<file path="src/rtl/moore_seq_ctrl.sv">
// Word-to-bit sequencer feeding a programmable overlapping Moore pattern detector.
// Reports per-word match counts on a valid/ready port and keeps a saturating total.
module moore_seq_ctrl #(
  parameter int W        = 8,
  parameter int PLEN_MAX = 8,
  parameter int CNT_W    = 8,
  localparam int LW = $clog2(PLEN_MAX + 1),
  localparam int OW = $clog2(W + 1),
  localparam int IW = $clog2(W)
) (
  input  logic                clk,
  input  logic                nres,
  input  logic                cfg_we,
  input  logic [PLEN_MAX-1:0] cfg_pat,
  input  logic [LW-1:0]       cfg_len,
  input  logic                clear,
  input  logic                in_valid,
  input  logic [W-1:0]        in_data,
  output logic                in_ready,
  output logic                out_valid,
  input  logic                out_ready,
  output logic [OW-1:0]       out_cnt,
  output logic [CNT_W-1:0]    total_cnt,
  output logic                match,
  output logic                busy
);

  typedef enum logic [1:0] {
    IDLE   = 2'd0,
    SHIFT  = 2'd1,
    REPORT = 2'd2
  } state_e;

  state_e              state_q, state_d;
  logic [W-1:0]        data_q, data_d;
  logic [IW-1:0]       idx_q, idx_d;
  logic [OW-1:0]       wcnt_q, wcnt_d;
  logic [PLEN_MAX-1:0] hist_q, hist_d;
  logic [LW-1:0]       hcnt_q, hcnt_d;
  logic [PLEN_MAX-1:0] pat_q, pat_d;
  logic [LW-1:0]       len_q, len_d;
  logic                match_q, match_d;
  logic [CNT_W-1:0]    total_q, total_d;

  logic                cur_bit;
  logic [PLEN_MAX-1:0] shift_hist;
  logic [LW-1:0]       shift_cnt;
  logic [PLEN_MAX-1:0] mask;
  logic                hit;
  logic                cfg_ok;

  always_ff @(posedge clk or negedge nres) begin
    if (!nres) begin
      state_q <= IDLE;
      data_q  <= '0;
      idx_q   <= '0;
      wcnt_q  <= '0;
      hist_q  <= '0;
      hcnt_q  <= '0;
      pat_q   <= PLEN_MAX'(5'b00010);
      len_q   <= LW'(5);
      match_q <= 1'b0;
      total_q <= '0;
    end else begin
      state_q <= state_d;
      data_q  <= data_d;
      idx_q   <= idx_d;
      wcnt_q  <= wcnt_d;
      hist_q  <= hist_d;
      hcnt_q  <= hcnt_d;
      pat_q   <= pat_d;
      len_q   <= len_d;
      match_q <= match_d;
      total_q <= total_d;
    end
  end

  // The match is judged on the history as it will look after this bit is shifted in.
  always_comb begin
    cur_bit    = data_q[idx_q];
    shift_hist = {hist_q[PLEN_MAX-2:0], cur_bit};
    shift_cnt  = (hcnt_q == LW'(PLEN_MAX)) ? hcnt_q : hcnt_q + LW'(1);
    mask       = '0;
    for (int i = 0; i < PLEN_MAX; i++) begin
      mask[i] = (i < int'(len_q));
    end
    hit    = (shift_cnt >= len_q) && ((shift_hist & mask) == (pat_q & mask));
    cfg_ok = cfg_we && (state_q == IDLE) && (cfg_len != '0) && (cfg_len <= LW'(PLEN_MAX));
  end

  always_comb begin
    state_d   = state_q;
    data_d    = data_q;
    idx_d     = idx_q;
    wcnt_d    = wcnt_q;
    hist_d    = hist_q;
    hcnt_d    = hcnt_q;
    pat_d     = pat_q;
    len_d     = len_q;
    match_d   = 1'b0;
    total_d   = total_q;
    in_ready  = 1'b0;
    out_valid = 1'b0;

    unique case (state_q)
      IDLE: begin
        in_ready = 1'b1;
        if (in_valid) begin
          data_d  = in_data;
          idx_d   = IW'(W - 1);
          wcnt_d  = '0;
          state_d = SHIFT;
        end
      end
      SHIFT: begin
        hist_d = shift_hist;
        hcnt_d = shift_cnt;
        if (hit) begin
          wcnt_d  = wcnt_q + OW'(1);
          match_d = 1'b1;
          if (total_q != '1) begin
            total_d = total_q + CNT_W'(1);
          end
        end
        idx_d = idx_q - IW'(1);
        if (idx_q == '0) begin
          state_d = REPORT;
        end
      end
      REPORT: begin
        out_valid = 1'b1;
        if (out_ready) begin
          state_d = IDLE;
        end
      end
      default: state_d = IDLE;
    endcase

    // A new pattern invalidates whatever history was collected against the old one.
    if (cfg_ok) begin
      pat_d  = cfg_pat;
      len_d  = cfg_len;
      hist_d = '0;
      hcnt_d = '0;
    end

    if (clear) begin
      hist_d  = '0;
      hcnt_d  = '0;
      total_d = '0;
    end
  end

  assign out_cnt   = wcnt_q;
  assign total_cnt = total_q;
  assign match     = match_q;
  assign busy      = (state_q != IDLE);

endmodule

</file>
<file path="config.mk">
export PLATFORM = sky130hd
export DESIGN_NAME = moore_seq_ctrl
export DESIGN_NICKNAME = d
export VERILOG_FILES = /design/src/rtl/moore_seq_ctrl.sv
export SDC_FILE = /design/constraint.sdc
export NUM_CORES = 1
export LEC_CHECK = 0
export ABC_AREA = 1
export BUFFER_PORTS_ARGS = -buffer_cell sky130_fd_sc_hd__buf_2
export CORE_MARGIN = 3
export CORE_UTILIZATION = 35
export DETAILED_ROUTE_END_ITERATION = 10
export PLACE_DENSITY = 0.52
export SYNTH_ARGS = -nofsm -noshare
export SYNTH_HDL_FRONTEND = slang
export SYNTH_SLANG_ARGS = --single-unit
export TNS_END_PERCENT = 10
</file>
<file path="constraint.sdc">
create_clock -name clk -period 3.6 [get_ports clk]
set_input_delay 0 -clock clk [delete_from_list [all_inputs] [get_ports clk]]
set_output_delay 0 -clock clk [all_outputs]
set_load 0.005 [all_outputs]
</file>
==> impl_metrics.csv <==
group,metric,value,unit
sta,fin_setup_tns,0,ps
sta,finalWorstSetupSlack,1391,ps
logic_synthesis,yosysTopAreaCellShare,42.49,%
worst_setup_path,worstReg2RegStart,"hcnt_q[0]",
pwr,p_sw_share,43.19,%
logic_synthesis,yosys_warnings,0,
logic_synthesis,synthesis.area,2709,um2
cells_and_area,nets,445,
worst_setup_path,start_kind,"register",
die,rows,31,
global_route,overflow,0,
global_route,grt_max_degree,50,
clock_network,cts-buffers-inserted,5,
place,portBuffers,41,
detailed_routing,vias_per_cell,4.642,
place,pre_cts_ws,1431,ps
sta,clock.fmax,452.6,MHz
clock_network,post_cts_resized,0,
detailed_routing,wl_per_cell,11.85,um
detailed_routing,postRouteAntennaNets,0,
worst_setup_path,cp_max_fo,8,
worst_setup_path,setup.worst_path.start,"hcnt_q[0]",
pwr,power_leakage,1.752,nW
logic_synthesis,synth_common_cells,"nand2_1, dfrtp_1, inv_1",
logic_synthesis,synth.yosys.seq_area_share,45.40,%
pwr,p_int,1.269,mW
worst_setup_path,slowest_delay,430,ps
hold_path,hold_path_depth,3,
worst_setup_path,r2r-end,"total_cnt[2]",
clock_network,clk_path_buf_depth,2,
logic_synthesis,synthArstFlopShare,100.0,%
global_route,globalRouteTotalUtil,15.04,%
cells_and_area,final_util,45.18,%
cells_and_area,final_cell_area,3329,um2
sta,rsz0062_at_grt,"false",
logic_synthesis,synth_cells,343,
cells_and_area,syn2layout_area_growth,22.91,%
detailed_routing,via_count,2363,
clock_network,clk_pin_slew,90,ps
place,dp_hpwl,4305,um
logic_synthesis,synth_largest_area_cell,"dfrtp_1",
die,start_util,36.76,%
logic_synthesis,syn_area_per_cell,7.898,um2
logic_synthesis,synth_area_leaders,"dfrtp_1, nand2_1, inv_1",
pwr,power_frac_seq,39.4,%
logic_synthesis,ys_types,28,
worst_setup_path,regToRegSetupSlack,1390,ps
worst_setup_path,reg2reg_depth,15,
worst_setup_path,worstSetupEndpoint,"total_cnt[2]",
status,status,"finished, final reports clean",
clock_network,cts_sinks,49,
worst_setup_path,crit_slowest_cell,"dfrtp_1",
sta,whs,26.47,ps
global_route,grt_pass1_vias,2358,
clock_network,root_buffer,"clkbuf_8",
run,drv_cap,0,
worst_setup_path,cp_data_arrival_time,2390,ps
logic_synthesis,synth_edf_count,0,
worst_setup_path,cp_cell_sequence,"inv_1 -> ha_1 -> nand2_1 -> nand3_1 -> o21ai_0 -> ha_1 -> nand2_1 -> inv_1 -> o21ai_0 -> nand3_1 -> inv_1 -> nor2_2 -> nand3_2 -> nand3_1 -> nand2_1",
clock_network,cts_tree,"done",
detailed_routing,drc,0,
clock_network,ctsHtreeMaxLevel,2,
place,dpl.cell_count,479,
place,place_congestion,0.7043,
sta,setup_viol,0,
die,core-area,7370,um2
place,placed_area,3028,um2
clock_network,clock_latency,290,ps
global_route,antenna_found_initial,0,
pwr,comb_power_share,46.6,%
worst_setup_path,worstSetupPathType,"register to register",
cells_and_area,layout-drive-gt1-share,18.05,%
logic_synthesis,ys_ff_latch,49,
sta,maxSlewViolCount,0,
pwr,netSwitchingPower,0.9649,mW
logic_synthesis,synth.most_common_cell,"nand2_1",
pwr,p_total,2.234,mW
detailed_routing,wirelength,6032,um
sta,skew,9.671,ps
pwr,power_density,671.1,nW/um2
die,pin_count,42,
worst_setup_path,end_kind,"register",
cells_and_area,final_cells,509,
sta,relSlewSlack,57.15,%
sta,worst_slew_pin_slew,642.8,ps
die,die_height,93.98,um
sta,fin_crit_sh,61.37,%
pwr,ir_drop,0.3107,mV
logic_synthesis,syn-num-nets,379,
sta,hold_violations,0,
die,dieArea,8831,um2
cells_and_area,antenna_cells,0,
cells_and_area,fillCellCount,770,
die,dieWidth,93.98,um
logic_synthesis,synthFlopType,"dfrtp_1",
global_route,grt_pass1_wl,10590,um
worst_setup_path,cp.required,3780,ps
detailed_routing,first_pass_iters,4,
detailed_routing,first_iter_violations,94,
sta,min_period,2209,ps
hold_path,hold_path_class,"input pin to register",
pwr,pwr-share-clk,14.0,%
-- cell families after synthesis --
group                    after synthesis  share of synthesized area, %
XOR/XNOR                              11                         3.556
multiplexers                           5                         2.078
flip-flops                            49                         45.40
buffers and inverters                 58                         8.267
AND/OR/NAND/NOR                      171                         28.54
AO/OA/AOI/OAI                         39                         7.529
adder cells (fa/ha/maj)               10                         4.619
-- layout by cell type, fill, tap and decap left out --
| master | Yosys | routed |
|---|---|---|
| xnor2_1 | 4 | 4 |
| dlygate4sd3_1 | 0 | 22 |
| inv_1 | 44 | 44 |
| mux2_1 | 4 | 4 |
| nor2_4 | 2 | 2 |
| nor2_2 | 4 | 4 |
| clkbuf_1 | 1 | 2 |
| nand2_4 | 1 | 1 |
| nand2_1 | 95 | 95 |
| clkbuf_8 | 0 | 5 |
| dfrtp_1 | 46 | 46 |
| o21ai_1 | 12 | 12 |
| nor2_1 | 26 | 26 |
| o21ai_0 | 6 | 6 |
| clkinv_1 | 1 | 1 |
| nand3_1 | 24 | 24 |
| buf_4 | 0 | 3 |
| nand3_2 | 4 | 4 |
| dfstp_2 | 3 | 3 |
| buf_2 | 5 | 41 |
| mux2_2 | 1 | 1 |
| a21oi_1 | 18 | 18 |
| nand2_2 | 2 | 2 |
| a22oi_1 | 2 | 2 |
| o32ai_1 | 1 | 1 |
| nand4_2 | 1 | 1 |
| ha_1 | 10 | 10 |
| nand4_1 | 12 | 12 |
| inv_2 | 6 | 6 |
| clkinv_2 | 0 | 1 |
| xor2_1 | 7 | 7 |
-- sequential cells by signal, indices dropped and copies added (netlist names) --
name / count
state_q: 2
pat_q: 8
hist_q: 7
idx_q: 3
match: 1
hcnt_q: 4
len_q: 4
total_cnt: 8
out_cnt: 4
data_q: 8
-- layer usage --
layer | GRT usage [%] | wire, um | vias up
li1 | - | - | 1223
met1 | 20.67 | 3040 | 1109
met2 | 24.48 | 2775 | 27
met3 | 2.404 | 151 | 4
met4 | 4.212 | 65 | 0
met5 | 0 | 0 | -
-- cell type report --
class	count	area, um2	share of cell area [%]
tap	99	123.9	3.720
multi-input combinational	236	1255	37.69
clock buffer	7	76.32	2.292
timing repair buffer	66	447.9	13.45
inverter	51	191.4	5.750
sequential	49	1230	36.94
clock inverter	1	5.005	0.1503
-- worst min-delay path by stage --
| stage | start | end | slack (ps) |
|---|---|---|---|
| 2_1_floorplan | nres | data_q[0] | -300 |
| 3_3_place_gp | nres | pat_q[2] | 170 |
| 3_5_place_dp | nres | pat_q[2] | 170 |
| 4_1_cts | in_valid | state_q[1] | 10 |
| 5_1_grt | in_valid | state_q[1] | 50 |
| 6_report | in_valid | state_q[1] | 30 |
-- power groups by stage --
stage	Clock, mW	Sequential [mW]	Combinational (mW)
4_1_cts	0.334	0.883	1.06
6_report	0.312	0.881	1.04
3_3_place_gp	0	0.887	1.01
3_5_place_dp	0	0.893	1.03
2_1_floorplan	0	0.860	0.787
5_1_grt	0.360	0.910	1.23
-- worst max-delay path, delay by kind of cell, from the launching register on --
family | cells | cell delay [ps]
simple gates | 8 | 790
fa+ha+maj | 2 | 460
flops | 1 | 430
compound gates | 2 | 220
buf+inv | 3 | 190
-- what timing repair did --
action / CTS / global route
endpoints found under the setup margin: 0 / 0
setup buffers: 0 / 0
hold buffers: 22 / 0
hold endpoints to repair: 67 / 0
Note: power is estimated with default switching activity, not from simulation.
